--- src/rtl/vc_vr_multi_converter.sv ---
// Multi-VC valid/credit to valid/ready converter: per-VC FIFOs, per-VC credit
// return and a stall-safe round-robin merge onto a single valid/ready output.
module vc_vr_multi_converter #(
   parameter int unsigned  DATA_WIDTH = 8,
   parameter int unsigned  CREDIT_NUM = 2,
   parameter int unsigned  VC_NUM     = 2,
   localparam int unsigned VC_W       = (VC_NUM > 1) ? $clog2(VC_NUM) : 1
) (
   input  logic                  clk,
   input  logic                  rst_n,
   input  logic [DATA_WIDTH-1:0] s_data_i,
   input  logic [VC_W-1:0]       s_vc_i,
   input  logic                  s_valid_i,
   output logic [VC_NUM-1:0]     s_credit_o,
   output logic [DATA_WIDTH-1:0] m_data_o,
   output logic [VC_W-1:0]       m_vc_o,
   output logic                  m_valid_o,
   input  logic                  m_ready_i,
   output logic                  err_o
);

   localparam int unsigned PTR_W = (CREDIT_NUM > 1) ? $clog2(CREDIT_NUM) : 1;
   localparam int unsigned CNT_W = $clog2(CREDIT_NUM + 1);

   typedef enum logic {
      ST_FREE   = 1'b0,
      ST_LOCKED = 1'b1
   } arb_state_e;

   arb_state_e              state, state_nxt;
   logic [VC_W-1:0]         lock_vc, lock_vc_nxt;
   logic [VC_W-1:0]         rr_ptr, rr_ptr_nxt;
   logic [VC_W-1:0]         grant, grant_free;
   logic [VC_W:0]           idx;
   logic                    any_req;
   logic                    handshake;
   logic                    legal_vc;
   logic                    drop;
   logic [VC_NUM-1:0]       push, pop, full, empty;
   logic [DATA_WIDTH-1:0]   head [VC_NUM];

   assign legal_vc = ({1'b0, s_vc_i} < (VC_W+1)'(VC_NUM));
   assign drop     = s_valid_i && !(|push);

   for (genvar v = 0; v < VC_NUM; v++) begin : g_vc
      logic [DATA_WIDTH-1:0] mem [CREDIT_NUM];
      logic [PTR_W-1:0]      wr_ptr, rd_ptr;
      logic [CNT_W-1:0]      cnt, pend;
      logic [CNT_W:0]        avail;
      logic                  credit_q;

      assign push[v]       = s_valid_i && legal_vc && (s_vc_i == VC_W'(v)) && !full[v];
      assign pop[v]        = handshake && (grant == VC_W'(v));
      assign full[v]       = (cnt == CNT_W'(CREDIT_NUM));
      assign empty[v]      = (cnt == '0);
      assign head[v]       = mem[rd_ptr];
      assign avail         = {1'b0, pend} + (CNT_W+1)'(pop[v]);
      assign s_credit_o[v] = credit_q;

      // Flit storage; contents are don't-care until written.
      always_ff @(posedge clk) begin
         if (push[v]) mem[wr_ptr] <= s_data_i;
      end

      // FIFO pointers and occupancy; a full FIFO never accepts, even on a same-cycle pop.
      always_ff @(posedge clk or negedge rst_n) begin
         if (!rst_n) begin
            wr_ptr <= '0;
            rd_ptr <= '0;
            cnt    <= '0;
         end else begin
            if (push[v]) wr_ptr <= (wr_ptr == PTR_W'(CREDIT_NUM - 1)) ? '0 : wr_ptr + PTR_W'(1);
            if (pop[v])  rd_ptr <= (rd_ptr == PTR_W'(CREDIT_NUM - 1)) ? '0 : rd_ptr + PTR_W'(1);
            if (push[v] && !pop[v])      cnt <= cnt + CNT_W'(1);
            else if (pop[v] && !push[v]) cnt <= cnt - CNT_W'(1);
         end
      end

      // Owed-credit counter: releases at most one credit per cycle, reset owes the full depth.
      always_ff @(posedge clk or negedge rst_n) begin
         if (!rst_n) begin
            pend     <= CNT_W'(CREDIT_NUM);
            credit_q <= 1'b0;
         end else if (avail != '0) begin
            pend     <= CNT_W'(avail - (CNT_W+1)'(1));
            credit_q <= 1'b1;
         end else begin
            pend     <= '0;
            credit_q <= 1'b0;
         end
      end
   end

   // Round-robin scan: first non-empty VC starting at rr_ptr, wrapping past VC_NUM-1.
   always_comb begin
      grant_free = '0;
      any_req    = 1'b0;
      idx        = '0;
      for (int i = 0; i < int'(VC_NUM); i++) begin
         idx = {1'b0, rr_ptr} + (VC_W+1)'(i);
         if (idx >= (VC_W+1)'(VC_NUM)) idx = idx - (VC_W+1)'(VC_NUM);
         if (!any_req && !empty[idx[VC_W-1:0]]) begin
            any_req    = 1'b1;
            grant_free = idx[VC_W-1:0];
         end
      end
   end

   // Arbiter next state: lock the grant while the consumer stalls so the output stays stable.
   always_comb begin
      state_nxt   = state;
      lock_vc_nxt = lock_vc;
      rr_ptr_nxt  = rr_ptr;
      grant       = grant_free;
      m_valid_o   = any_req;
      if (state == ST_LOCKED) begin
         grant     = lock_vc;
         m_valid_o = !empty[lock_vc];
      end
      handshake = m_valid_o && m_ready_i;
      case (state)
         ST_FREE: begin
            if (m_valid_o && !m_ready_i) begin
               state_nxt   = ST_LOCKED;
               lock_vc_nxt = grant;
            end
         end
         ST_LOCKED: begin
            if (m_ready_i) state_nxt = ST_FREE;
         end
         default: state_nxt = ST_FREE;
      endcase
      if (handshake) rr_ptr_nxt = (grant == VC_W'(VC_NUM - 1)) ? '0 : grant + VC_W'(1);
   end

   // Output payload follows the granted FIFO head.
   always_comb begin
      m_data_o = '0;
      m_vc_o   = grant;
      for (int v = 0; v < int'(VC_NUM); v++) begin
         if (grant == VC_W'(v)) m_data_o = head[v];
      end
   end

   // Arbiter state, round-robin pointer and sticky protocol error.
   always_ff @(posedge clk or negedge rst_n) begin
      if (!rst_n) begin
         state   <= ST_FREE;
         lock_vc <= '0;
         rr_ptr  <= '0;
         err_o   <= 1'b0;
      end else begin
         state   <= state_nxt;
         lock_vc <= lock_vc_nxt;
         rr_ptr  <= rr_ptr_nxt;
         if (drop) err_o <= 1'b1;
      end
   end

endmodule

--- config.mk ---
export PLATFORM = sky130hd
export DESIGN_NAME = vc_vr_multi_converter
export DESIGN_NICKNAME = d
export VERILOG_FILES = /design/src/rtl/vc_vr_multi_converter.sv
export SDC_FILE = /design/constraint.sdc
export NUM_CORES = 1
export LEC_CHECK = 0
export BUFFER_PORTS_ARGS = -buffer_cell sky130_fd_sc_hd__buf_2
export CELL_PAD_IN_SITES_DETAIL_PLACEMENT = 1
export CELL_PAD_IN_SITES_GLOBAL_PLACEMENT = 1
export CORE_MARGIN = 3
export CORE_UTILIZATION = 43
export CTS_CLUSTER_DIAMETER = 120
export DETAILED_ROUTE_END_ITERATION = 6
export PLACE_DENSITY_LB_ADDON = 0.1
export SYNTH_ARGS = -nofsm -noshare
export SYNTH_HDL_FRONTEND = slang
export SYNTH_SLANG_ARGS = --single-unit
--- constraint.sdc ---
create_clock -name clk -period 1.9 [get_ports clk]
set_input_delay 0.38 -clock clk [delete_from_list [all_inputs] [get_ports clk]]
set_output_delay 0.38 -clock clk [all_outputs]
set_load 0.005 [all_outputs]
### Word level (Yosys, flattened, before mapping)

Memory sizes are Yosys's and may differ from the RTL's.
Index checks and enable logic that the tools add are counted.

| storage, ports and cells | value |
|---|---|
| register bits after elaboration | 18 |
| RAM bits | 32 |
| memories | 2 |
| word-level logic and storage cells | 109 |

Memory list:

| memory | depth | width | rd ports | clocked after Yosys merged registers in | write ports | RTL line | text |
|---|---|---|---|---|---|---|---|
| g_vc[0].mem | 2 | 8 | 1 | 0 | 1 | 46 | `logic [DATA_WIDTH-1:0] mem [CREDIT_NUM];` |
| g_vc[1].mem | 2 | 8 | 1 | 0 | 1 | 46 |  |

| cells by class | value |
|---|---|
| order comparisons | 5 |
| add/sub/neg operators | 16 |
| bitwise logic cells | 3 |
| mux-type cells | 35 |
| eq/ne operators | 2 |
| reduce and logical (&&, ||, !) cells | 32 |

Operator list:

| operator | count |
|---|---|
| $mux 1 | 27 |
| $logic_and 1x1->1 | 14 |
| $mux 2 | 6 |
| $logic_not 1->1 | 10 |
| $mux 8 | 1 |
| $sub 2x1->2 const B | 4 |
| $add 2x1->3 | 2 |
| $lt 1x2->1 const B | 3 |
| $reduce_bool 3->1 | 2 |
| $add 1x1->1 const B | 5 |
| $add 2x1->2 const B | 2 |
| $eq 2x2->1 const B | 2 |
| $logic_not 2->1 | 2 |
| $reduce_bool 2->1 | 2 |
| $not 1->1 | 3 |
| $add 1x1->2 const B | 1 |
| $ge 1x2->1 const B | 1 |
| $ge 2x2->1 const B | 1 |
| $pmux 1 s2 | 1 |
| $reduce_and 2->1 | 1 |
| $reduce_or 2->1 | 1 |
| $sub 1x1->1 const B | 2 |

### Longest topological paths before layout

| depth | value |
|---|---|
| word-level depth | 14 |
| gate-level depth with buffers | 9 |
| depth with buffers taken out | 8 |

### Worst setup path after synthesis

Ideal clock, no wire load.

| timing path | value |
|---|---|
| path kind | reg2reg |
| from | register state |
| to | register g_vc[0].pend[0] |
| period minus slack after synthesis | 2.034 ns |
| path slack | -0.134 ns |
| arrival | 1.915 ns |
| stages on the path, launching flop included | 8 |
| library setup time | 0.119 ns |
| cells stage by stage | dfrtp_1 -> and2b_4 -> o311ai_4 -> inv_1 -> ha_1 -> ha_1 -> or3_1 -> nor2b_1 |

| on the way | value |
|---|---|
| longest elaborated chain between the ends | 6 |
| elaborated cells on any way between the ends | 9 |
| classes of those cells | 2 x add/sub; 3 x mux; 1 x bitwise; 3 x reduce/logical |

Ends and longest elaborated chain:

| what | RTL line | text |
|---|---|---|
| start, declared | 30 | `arb_state_e state, state_nxt;` |
| start signal, assigned | 153 | `state <= state_nxt;` |
| $mux 1 | 116 | `if (state == ST_LOCKED) begin` |
| $logic_and 1x1->1 or $not 1->1 (tied branches) | - |  |
| $logic_and 1x1->1 (*) | 53 | `assign pop[v] = handshake && (grant == VC_W'(v));` |
| net pop[0] | 39 | `logic [VC_NUM-1:0] push, pop, full, empty;` |
| $add 2x1->3 (*) | 57 | `assign avail = {1'b0, pend} + (CNT_W+1)'(pop[v]);` |
| $sub 2x1->2 or $reduce_bool 3->1 (tied branches) | 85, 84 |  |
| $mux 2 (*) | 84 | `end else if (avail != '0) begin` |
| end signal, assigned | 82 | `pend <= CNT_W'(CREDIT_NUM);` |
| end signal, assigned | 85 | `pend <= CNT_W'(avail - (CNT_W+1)'(1));` |
| end, declared | 48 | `logic [CNT_W-1:0] cnt, pend;` |

Mark *: on every way through the listed nets, which the timed path passes. The rest lies on a longest branch.
A chain may end at the register's enable or synchronous reset.

### Worst setup path in the final report

| timing path | value |
|---|---|
| from | register state |
| to | output port m_data_o[6] |

| on the way | value |
|---|---|
| longest elaborated chain between the ends | 2 |

Ends and longest elaborated chain:

| what | RTL line | text |
|---|---|---|
| $mux 1 | 116 |  |
| $mux 8 | 141 | `if (grant == VC_W'(v)) m_data_o = head[v];` |
| end, declared | 15 | `output logic [DATA_WIDTH-1:0] m_data_o,` |

No other way between the ends.

==> out/qor.txt <==
Worst-path fanout max = 5
Period utilization = 1.15
Number of synthesized flops with an enable pin = 32
DIE AREA = 5950 sq um
Crit path to = m_data_o[6]
Initial antenna violation count = 0
Clock Skews = 8.49 ps
Num rows = 25
Syn Std Cell Area = 2170 sq um
Fin nets = 220
Yosys top cell by area = edfxtp_1
Post-synthesis async set-or-reset flop share = 0.360
Maximum vdd drop = 856 uV
Yosys reg bits = 50
Critical path startpoint category = flip-flop
Fill count = 494
Clock root buffer = clkbuf_8
Synth-to-Final Area Change = 29.7%
Mapped Avg Cell Area = 14.7 sq um
Routability Congestion = 0.787
Detailed Routing Iterations Pass 1 = 4
Total chip power = 4.50 mW
Final core utilization = 0.586
Setup CP Type = reg -> out
Core box area = 4820 sq um
Maximum clock frequency = 459 MHz
Vias in the first global route = 1434
Max-Cap Viols = 0
Grt ovf = 0
Die Width = 77.1 um
Initial DRC count = 41
Htree depth = 2
Finished Cell Area = 2820 sq um
Power per cell area = 1600 nW/um^2
RR Endpoint = g_vc[1].pend[0]
Drt total wl = 4.68 mm
Violated checks = hold timing, setup timing
Ys Warns = 0
Die height = 77.1 um
Post-DP Area = 2500 sq um
Post-synth top area share = 0.442
Measured slew at the worst slew-check pin = 702 ps
Post-CTS Hold Buffers = 0
# diodes = 0
CTS Buf Count = 5
Port buffer count = 25
Setup TNS = -2470 ps
Critical Path Start = state
First-pass GRT wire length = 7.47 mm
Setup-failing EPs final = 12
Total Routing Usage GR = 0.167
Worst r2r path cells = 9
Top_reg_cell synth = edfxtp_1
Largest net degree at the start of global routing = 19
Effective utilization at floorplan = 0.451
Final Worst Setup Slack = -280 ps
Critical path data arrival time = 1800 ps
Critical path endpoint category = output port
Synth cell types = 34
Detail Route Antenna Nets = 0
Total I/O pin count = 26
Slew HR = 0.530
HP Class = in -> async
Final hold vios = 9
Syn nets = 167
Gate Count Post-Synth = 148
Final Max Tran Viols = 0
Vias per cell = 4.92
Tmin final = 2180 ps
Clock latency on the worst-skew pair = 310 ps
Worst EP required = 1520 ps
Clock slew at reported path FFs = 100 ps
Clock sinks = 50
TritonCTS clock tree = built
RSZ-0062 raised after global routing = yes
Area contributors post-synth = edfxtp_1 (44%), dfrtp_1 (18%), mux2i_1 (11%), ha_1 (3.5%), xnor2_1 (2.8%)
Run status = finished with violations
Sequential element share of the synthesized area = 0.650
Leakage power = 1.18 nW
Worst R2R Setup Slack = -170 ps
RR Startpoint = g_vc[1].cnt[1]
DP HPWL = 3.07 mm
Via count = 1324
WHS = -10.6 ps
Share of cells above drive strength 1 = 0.426
DR WL/cell = 17.4 um
Remaining DRCs = 0
Worst-case clock buffer depth = 2
## through the flow
step           instances  worst slack [ps]
2_1_floorplan        148             -68.7
3_3_place_gp         248              11.4
3_5_place_dp         248             -43.9
4_1_cts              267              -302
5_1_grt              269              -340
6_report             269              -280
## Yosys cell counts (all sizes together) (2+ instances only)
library cell and instances:
xor2 3, ha 6, a21oi 2, clkbuf 2, or3 2, dfstp 2, mux2i 24, a31oi 2
nor2 13, nor2b 2, xnor2 7, nand2 6, dfrtp 16, nand2b 2, buf 4, o21ai 2
inv 9, edfxtp 32
## layout make-up
| cell class | count | area, sq um | share of cell area |
|---|---|---|---|
| Inverter | 9 | 33.8 | 0.0120 |
| Multi-Input combinational cell | 83 | 813 | 0.288 |
| Tap cell | 67 | 83.8 | 0.0297 |
| Timing Repair Buffer | 52 | 387 | 0.137 |
| Clock buffer | 5 | 68.8 | 0.0244 |
| Sequential cell | 50 | 1420 | 0.502 |
| Clock inverter | 3 | 20.0 | 0.00710 |
## cells in the final DEF (no fill, tap or decap), types with 2 or more instances in the layout
| cell | Yosys | routed |
|---|---|---|
| dfstp_2 | 2 | 2 |
| nand2_1 | 6 | 6 |
| xnor2_1 | 7 | 7 |
| buf_6 | 1 | 7 |
| o21ai_0 | 2 | 2 |
| clkbuf_8 | 0 | 5 |
| dfrtp_1 | 16 | 15 |
| buf_4 | 2 | 19 |
| mux2i_1 | 24 | 23 |
| xor2_1 | 3 | 3 |
| buf_2 | 1 | 24 |
| ha_4 | 0 | 4 |
| a21oi_1 | 2 | 2 |
| nor2_2 | 1 | 2 |
| inv_1 | 9 | 7 |
| nor2_1 | 12 | 10 |
| edfxtp_1 | 32 | 32 |
| inv_2 | 0 | 2 |
| or3_4 | 0 | 2 |
## worst min path at each step
stage	startpoint	endpoint
after global placement	rst_n	g_vc[0].credit_q
after global routing	rst_n	g_vc[1].credit_q
after floorplan	rst_n	err_o
final	rst_n	g_vc[1].credit_q
after detailed placement	rst_n	g_vc[0].pend[0]
after CTS	rst_n	g_vc[0].pend[0]
## registers in the layout (all words and copies together) (netlist names)
signal,cells
g_vc.rd_ptr,2
state,1
g_vc.wr_ptr,2
g_vc.pend,4
g_vc.mem,32
g_vc.cnt,4
lock_vc,1
rr_ptr,1
g_vc.credit_q,2
err_o,1
## critical path: stages, from the launching register on
cell	delay (ps)
dfrtp_1	420
buf_6	140
and2_4	160
a31oi_4	230
buf_12	170
mux2i_2	220
buf_2	150
## report_power, final
group	switching (mW)	leakage, nW	internal [mW]
registers	0.260	0.499	1.43
clock network	0.359	0.0422	0.260
logic	0.930	0.639	1.26
## cells by family (layout without fill, tap and decap cells)
family	after synthesis	after routing	share of synthesized area
buffers and inverters	15	69	0.0345
AOI/OAI and AO/OA	14	14	0.0639
and+or+nand+nor	29	29	0.0662
adders and majority gates	6	6	0.0345
DFF	50	50	0.650
muxes	24	24	0.110
xor gates and xnor gates	10	10	0.0403
## repair_timing
item	CTS	global route
gates resized for setup	18	11
setup endpoints to repair	11	25
cloned	1	0
pin swaps	7	14
buffers inserted	10	7
## per-layer routing
metal,track usage,up-vias,share of wire
met2,0.289,19,0.52
met4,0.0587,0,0.014
met1,0.206,665,0.44
met3,0.0352,8,0.025
met5,0,-,0
li1,-,632,-
Note: power is estimated with default switching activity, not from simulation.
